--- src/rtl/uart_pkg.sv ---
// uart_pkg: parity modes, receiver FSM states and bit helpers shared by the UART blocks
// Contents: PARITY_NONE/EVEN/ODD, state_t, majority3(), parity9()
package uart_pkg;

    localparam int PARITY_NONE = 0;
    localparam int PARITY_EVEN = 1;
    localparam int PARITY_ODD  = 2;

    typedef enum logic [2:0] {
        ST_IDLE,
        ST_START,
        ST_DATA,
        ST_PARITY,
        ST_STOP,
        ST_BREAK
    } state_t;

    function automatic logic majority3(input logic a, input logic b, input logic c);
        return (a & b) | (a & c) | (b & c);
    endfunction

    function automatic logic parity9(input logic [8:0] d);
        return ^d;
    endfunction

endpackage

--- src/rtl/uart_baud_tick.sv ---
// uart_baud_tick: free-running oversample tick, one-cycle pulse every DIVISOR clocks
// Ports: i_clk clock, i_rst_n sync active-low reset, o_tick registered tick pulse
module uart_baud_tick
    import uart_pkg::*;
#(
    parameter int DIVISOR = 27
) (
    input  logic i_clk,
    input  logic i_rst_n,
    output logic o_tick
);

    localparam int W = (DIVISOR > 1) ? $clog2(DIVISOR) : 1;

    logic [W-1:0] r_cnt;

    always_ff @(posedge i_clk) begin
        if (!i_rst_n) begin
            r_cnt  <= '0;
            o_tick <= 1'b0;
        end else begin
            r_cnt  <= (r_cnt == W'(DIVISOR - 1)) ? '0 : r_cnt + W'(1);
            o_tick <= (r_cnt == W'(DIVISOR - 1));
        end
    end

endmodule

--- src/rtl/uart_rx_oversampled.sv ---
// uart_rx_oversampled: oversampling UART receiver with majority vote and valid/ready output
// Ports: IN_CLOCK clock, IN_RESET_N sync active-low reset, IN_RX_SERIAL async RX line,
//        OUT_RX_DATA/OUT_RX_VALID/IN_RX_READY word handshake, OUT_RX_PARITY_ERROR,
//        OUT_RX_FRAME_ERROR, OUT_RX_OVERRUN word flags, OUT_RX_BREAK break in progress
// Option: UART_RX_BREAK_DETECT_EN turns an all-zero frame into a BREAK condition
module uart_rx_oversampled
    import uart_pkg::*;
#(
    parameter int CLOCK_FREQUENCY = 50000000,
    parameter int UART_BAUD_RATE  = 9600,
    parameter int OVERSAMPLE      = 16,
    parameter int DATA_BITS       = 8,
    parameter int PARITY          = 0,
    parameter int STOP_BITS       = 1
) (
    input  logic                 IN_CLOCK,
    input  logic                 IN_RESET_N,
    input  logic                 IN_RX_SERIAL,
    output logic [DATA_BITS-1:0] OUT_RX_DATA,
    output logic                 OUT_RX_VALID,
    input  logic                 IN_RX_READY,
    output logic                 OUT_RX_PARITY_ERROR,
    output logic                 OUT_RX_FRAME_ERROR,
    output logic                 OUT_RX_OVERRUN,
    output logic                 OUT_RX_BREAK
);

    localparam int DIVISOR = CLOCK_FREQUENCY / (UART_BAUD_RATE * OVERSAMPLE);
    localparam int M       = OVERSAMPLE / 2;
    localparam int SW      = $clog2(OVERSAMPLE);
`ifdef UART_RX_BREAK_DETECT_EN
    localparam bit BRK_EN  = 1'b1;
`else
    localparam bit BRK_EN  = 1'b0;
`endif

    if (DIVISOR < 1) begin : g_div_check
        $error("uart_rx_oversampled: clock too slow for baud rate and oversample");
    end

    logic [1:0]           r_sync;
    state_t               r_state;
    logic                 r_armed;
    logic [SW-1:0]        r_smp;
    logic [3:0]           r_bit;
    logic                 r_s0;
    logic                 r_s1;
    logic [DATA_BITS-1:0] r_shift;
    logic                 r_par_bit;
    logic                 r_stop_err;
    logic                 r_all_zero;
    logic [DATA_BITS-1:0] r_data;
    logic                 r_valid;
    logic                 r_perr;
    logic                 r_ferr;
    logic                 r_ovr;
    logic                 r_break;

    logic w_tick;
    logic w_rx;
    logic w_vote;
    logic w_mid;
    logic w_last;
    logic w_ferr;
    logic w_brk;
    logic w_deliver;
    logic w_perr;

    uart_baud_tick #(.DIVISOR(DIVISOR)) u_tick (
        .i_clk   (IN_CLOCK),
        .i_rst_n (IN_RESET_N),
        .o_tick  (w_tick)
    );

    assign w_rx      = r_sync[1];
    // samples at M-1 and M are held; the third comes live at M+1, where every bit is decided
    assign w_vote    = majority3(r_s0, r_s1, w_rx);
    assign w_mid     = w_tick && (r_smp == SW'(M + 1));
    assign w_last    = (r_state == ST_STOP) && w_mid && (r_bit == 4'(STOP_BITS - 1));
    assign w_ferr    = r_stop_err | ~w_vote;
    assign w_brk     = BRK_EN & r_all_zero & ~w_vote;
    assign w_deliver = w_last & ~w_brk;
    assign w_perr    = (PARITY == PARITY_NONE) ? 1'b0 :
                       parity9(9'(r_shift)) ^ r_par_bit ^ (PARITY == PARITY_ODD);

    always_ff @(posedge IN_CLOCK) begin
        if (!IN_RESET_N) begin
            r_sync     <= 2'b11;
            r_state    <= ST_IDLE;
            r_armed    <= 1'b0;
            r_smp      <= '0;
            r_bit      <= '0;
            r_s0       <= 1'b0;
            r_s1       <= 1'b0;
            r_shift    <= '0;
            r_par_bit  <= 1'b0;
            r_stop_err <= 1'b0;
            r_all_zero <= 1'b0;
            r_data     <= '0;
            r_valid    <= 1'b0;
            r_perr     <= 1'b0;
            r_ferr     <= 1'b0;
            r_ovr      <= 1'b0;
            r_break    <= 1'b0;
        end else begin
            r_sync <= {r_sync[0], IN_RX_SERIAL};
            if (w_tick) begin
                r_smp <= (r_smp == SW'(OVERSAMPLE - 1)) ? '0 : r_smp + SW'(1);
                if (r_smp == SW'(M - 1)) r_s0 <= w_rx;
                if (r_smp == SW'(M))     r_s1 <= w_rx;
            end
            case (r_state)
                ST_IDLE: begin
                    if (w_tick && w_rx) r_armed <= 1'b1;
                    // disarming on start means a low line must be seen high again before the next frame
                    if (r_armed && !w_rx) begin
                        r_state    <= ST_START;
                        r_armed    <= 1'b0;
                        r_smp      <= '0;
                        r_bit      <= '0;
                        r_stop_err <= 1'b0;
                        r_all_zero <= 1'b1;
                    end
                end
                ST_START: begin
                    if (w_mid) r_state <= w_vote ? ST_IDLE : ST_DATA;
                end
                ST_DATA: begin
                    if (w_mid) begin
                        r_shift    <= {w_vote, r_shift[DATA_BITS-1:1]};
                        r_all_zero <= r_all_zero & ~w_vote;
                        if (r_bit == 4'(DATA_BITS - 1)) begin
                            r_bit   <= '0;
                            r_state <= (PARITY != PARITY_NONE) ? ST_PARITY : ST_STOP;
                        end else begin
                            r_bit <= r_bit + 4'd1;
                        end
                    end
                end
                ST_PARITY: begin
                    if (w_mid) begin
                        r_par_bit  <= w_vote;
                        r_all_zero <= r_all_zero & ~w_vote;
                        r_state    <= ST_STOP;
                    end
                end
                ST_STOP: begin
                    if (w_mid) begin
                        r_stop_err <= w_ferr;
                        r_all_zero <= r_all_zero & ~w_vote;
                        // finishing mid-bit leaves half a bit to catch an immediately following start edge
                        if (w_last) begin
                            r_state <= w_brk ? ST_BREAK : ST_IDLE;
                            r_break <= w_brk;
                        end else begin
                            r_bit <= r_bit + 4'd1;
                        end
                    end
                end
`ifdef UART_RX_BREAK_DETECT_EN
                ST_BREAK: begin
                    if (w_tick && w_rx) begin
                        r_break <= 1'b0;
                        r_state <= ST_IDLE;
                    end
                end
`endif
                default: r_state <= ST_IDLE;
            endcase
            if (w_deliver) begin
                if (!r_valid || IN_RX_READY) begin
                    r_data  <= r_shift;
                    r_perr  <= w_perr;
                    r_ferr  <= w_ferr;
                    r_valid <= 1'b1;
                    r_ovr   <= 1'b0;
                end else begin
                    r_ovr <= 1'b1;
                end
            end else if (r_valid && IN_RX_READY) begin
                r_valid <= 1'b0;
                r_ovr   <= 1'b0;
                r_perr  <= 1'b0;
                r_ferr  <= 1'b0;
            end
        end
    end

    assign OUT_RX_DATA         = r_data;
    assign OUT_RX_VALID        = r_valid;
    assign OUT_RX_PARITY_ERROR = r_perr;
    assign OUT_RX_FRAME_ERROR  = r_ferr;
    assign OUT_RX_OVERRUN      = r_ovr;
    assign OUT_RX_BREAK        = r_break;

endmodule

--- config.mk ---
export PLATFORM = sky130hd
export DESIGN_NAME = uart_rx_oversampled
export DESIGN_NICKNAME = d
export VERILOG_FILES = /design/src/rtl/uart_pkg.sv /design/src/rtl/uart_baud_tick.sv /design/src/rtl/uart_rx_oversampled.sv
export SDC_FILE = /design/constraint.sdc
export NUM_CORES = 1
export LEC_CHECK = 0
export ABC_AREA = 1
export CORE_ASPECT_RATIO = 2
export CORE_MARGIN = 1
export CORE_UTILIZATION = 48
export CTS_BUF_LIST = sky130_fd_sc_hd__clkbuf_4 sky130_fd_sc_hd__clkbuf_8 sky130_fd_sc_hd__clkbuf_16
export DETAILED_ROUTE_END_ITERATION = 10
export GPL_TIMING_DRIVEN = 0
export PLACE_DENSITY_LB_ADDON = 0.08
export SYNTH_ARGS = -nofsm -noshare
export SYNTH_HDL_FRONTEND = slang
export SYNTH_SLANG_ARGS = --single-unit
--- constraint.sdc ---
create_clock -name IN_CLOCK -period 1.3 [get_ports IN_CLOCK]
set_input_delay 0.26 -clock IN_CLOCK [delete_from_list [all_inputs] [get_ports IN_CLOCK]]
set_output_delay 0.26 -clock IN_CLOCK [all_outputs]
set_load 0.1 [all_outputs]
==> results.yml <==
worst_setup_path:
  cp-end-kind: "flop"
  r2r_setup_slack_ps: -100
  critPathMaxFanout: 7
  worst-setup-path-type: "flop to flop"
  start_kind: "flop"
  rr_startpoint: "r_smp[1]"
  r2r_cells: 9
  crit_start: "r_smp[1]"
  cp.arrival_ps: 1640
  required_ps: 1540
  r2r-end: "OUT_RX_DATA[1]"
clocking:
  cts_tree: "yes"
  cts_root_buffer: "clkbuf_8"
  clk_latency_ps: 300
  cts.clk_slew.worst_paths_ps: 90
  cts.sink_count: 46
  cts_hold_buf: 0
  clockBufferDepth: 2
  ctsHtreeMaxLevel: 2
  cts_buffers: 5
flow_run:
  maxCapViolations: 0
grt:
  grt_pass1_vias: 1805
  overflow: 0
  antenna_found_initial: 0
  grt_max_degree: 16
  grt_pass1_wl_mm: 7.85
  grt_use_total_pct: 21.7
timing:
  whs_ps: 419
  timing.slew.headroom_pct: 64.1
  setup_ws_ps: -101
  drv_slew: 0
  clock_skew_ps: 6.74
  layout_worst_path_cycle_share_pct: 108
  hold_viol: 0
  finalCriticalPeriod_ps: 1400
  setup_viol: 24
  timing.fmax_mhz: 714
  tightest_slew_ps: 539
  rsz0062_at_grt: "yes"
min_path:
  worstHoldPathCells: 1
  hold_class: "flop to flop"
  hp-start: "r_sync[0]"
  worstHoldEndpoint: "r_sync[1]"
layout:
  drive_gt1_share_pct: 35.8
  fin_nets: 337
  antennaDiodeCount: 0
  final_area_um2: 2800
  area_growth_pct: 32.8
synth:
  syn_avg_cell_area_um2: 7.33
  synth_cell_types: 33
  synth_cells: 288
  seq_area_frac_synth_pct: 43.6
  yosysTopAreaCellShare_pct: 43.6
  syn-cell-area_um2: 2110
  synth_area_leaders: "dfxtp_1 44%, nor2_1 11%, nand2_1 7.6%"
  synth_top_area_cell: "dfxtp_1"
  yosys_warnings: 0
  synth_seq_cells: 46
place:
  port-buffer-count: 13
  place_area_um2: 2350
  gp_congestion: 0.840
  hpwl_mm: 3.14
run_status:
  status: "complete, but fails checks"
  violations: "setup timing"
power_and_ir_drop:
  ir_worst_vdd_mv: 0.765
  leakage_nw: 1.17
  power.density_nw_per_um2: 1030
detailed_routing:
  wl_mm: 4.82
  wl_per_cell_um: 12.7
  antenna_left: 0
  vias: 1947
  via_per_inst: 5.14
  drtPass1Iterations: 4
  first_iter_violations: 28
  drc: 0
floorplanning:
  die_x_um: 48.9
  ioPinCount: 17
  die_y_um: 95.8
  initial_core_util_pct: 50.6
  die_area_um2: 4690
  row_count: 33
  core_area_um2: 4170
-- worst max-delay path, cell delays in order, from the launching register on --
cell and delay [ps]:
dfxtp_2 340, inv_4 60, ha_4 160, nand2_4 50, nor2_4 110, nand3_4 120, nor2_8 190, buf_12 140
o21ai_1 50, nor2_1 110
-- area by class of cell --
| class | instances | area, um^2 |
|---|---|---|
| multi-input cells | 203 | 1260 |
| flip-flops and latches | 46 | 955 |
| clock inverters | 3 | 21.3 |
| inverters | 34 | 148 |
| plain buffers | 7 | 41.3 |
| clock buffers | 5 | 68.8 |
| repair buffers | 29 | 243 |
| fillers | 348 | 1370 |
| well taps | 52 | 65.1 |
-- routing by layer --
metal | track usage (%) | share of wire, % | up-vias | wire length [um]
li1 | - | - | 994 | -
met1 | 21.6 | 39 | 930 | 1860
met2 | 42.7 | 58 | 17 | 2790
met3 | 3.79 | 1.7 | 6 | 81
met4 | 9.56 | 1.8 | 0 | 86
met5 | 0 | 0 | - | 0
-- power breakdown --
| part | leakage (nW) | switching, mW | total [mW] | internal, mW |
|---|---|---|---|---|
| clock network | 0.0441 | 0.502 | 0.880 | 0.378 |
| logic | 0.748 | 0.307 | 0.500 | 0.193 |
| registers | 0.380 | 0.0606 | 1.51 | 1.45 |
| total | 1.17 | 0.869 | 2.89 | 2.02 |
-- cells in the final DEF (no fill, tap or decap), types with 2 or more instances in the layout --
master,n
nor2_1,50
nand2_1,37
dfxtp_1,33
buf_4,28
inv_1,22
a21oi_1,13
nand3_1,11
o21ai_0,10
nor2_2,8
nand4_1,8
o21ai_1,8
dfxtp_4,7
o21ai_2,7
inv_4,6
nor2_4,6
nand2_2,6
dfxtp_2,6
ha_4,5
clkbuf_8,5
inv_2,4
nor3_1,4
nand3_2,4
a21oi_2,4
nand2_4,3
clkbuf_1,3
nor3_2,3
or2_2,2
a211oi_2,2
ha_1,2
conb_1,2
clkdlybuf4s50_1,2
buf_6,2
-- through the flow --
step / setup TNS (ps) / worst slack (ps) / utilization, % / power, mW / std cells
final: -1160 / -101 / 67.2 / 2.89 / 379
after global routing: -3680 / -180 / 67.2 / 3.05 / 379
after CTS: -1070 / -108 / 61.5 / 2.81 / 373
after detailed placement: -10430 / -418 / 56.4 / 1.92 / 354
after global placement: -10100 / -425 / 56.4 / 1.91 / 354
after floorplan: -88.5 / -19.5 / - / 1.84 / 289
-- state kept, by name, indices dropped and copies added (netlist names) --
name and flops:
r_s0 1, OUT_RX_FRAME_ERROR 1, u_tick.o_tick 1, r_armed 1
r_shift 8, r_stop_err 1, u_tick.r_cnt 9, r_sync 2
OUT_RX_OVERRUN 1, OUT_RX_VALID 1, r_smp 4, r_s1 1
r_state 3, OUT_RX_DATA 8, r_bit 4
-- worst max path at each step --
stage                    endpoint  slack (ps)
4_1_cts            OUT_RX_DATA[1]        -110
2_1_floorplan      OUT_RX_DATA[1]         -20
6_report           OUT_RX_DATA[1]        -100
3_5_place_dp   OUT_RX_FRAME_ERROR        -420
3_3_place_gp   OUT_RX_FRAME_ERROR        -420
5_1_grt            OUT_RX_DATA[2]        -180
-- cells by family (layout without fill, tap and decap cells) --
family          after synthesis  in the layout  synth area share (%)
simple gates                146            147                  32.1
flops                        46             46                  43.6
compound gates               45             45                  11.0
buf+inv                      41             78                  8.12
fa+ha+maj                     7              7                  4.15
xor+xnor                      2              2                 0.830
other cells                   1              2                 0.178
-- Yosys cell counts (all sizes together) --
cell	instances
a21oi	17
nand4	9
a211oi	2
clkinv	1
buf	4
ha	7
nor3	7
xor2	1
o21bai	1
conb	1
o21ai	25
or2	2
and2	1
xnor2	1
nand2	45
nand3	16
nor2	65
nor3b	1
clkbuf	3
inv	33
dfxtp	46
-- timing repair --
| item | 4_1_cts | 5_1_grt |
|---|---|---|
| setup buffers | 10 | 6 |
| pin swaps | 10 | 26 |
| cloned | 1 | 0 |
| gates resized for setup | 88 | 64 |
| endpoints found under the setup margin | 49 | 44 |
No activity file was read; power rests on OpenSTA's default activity.
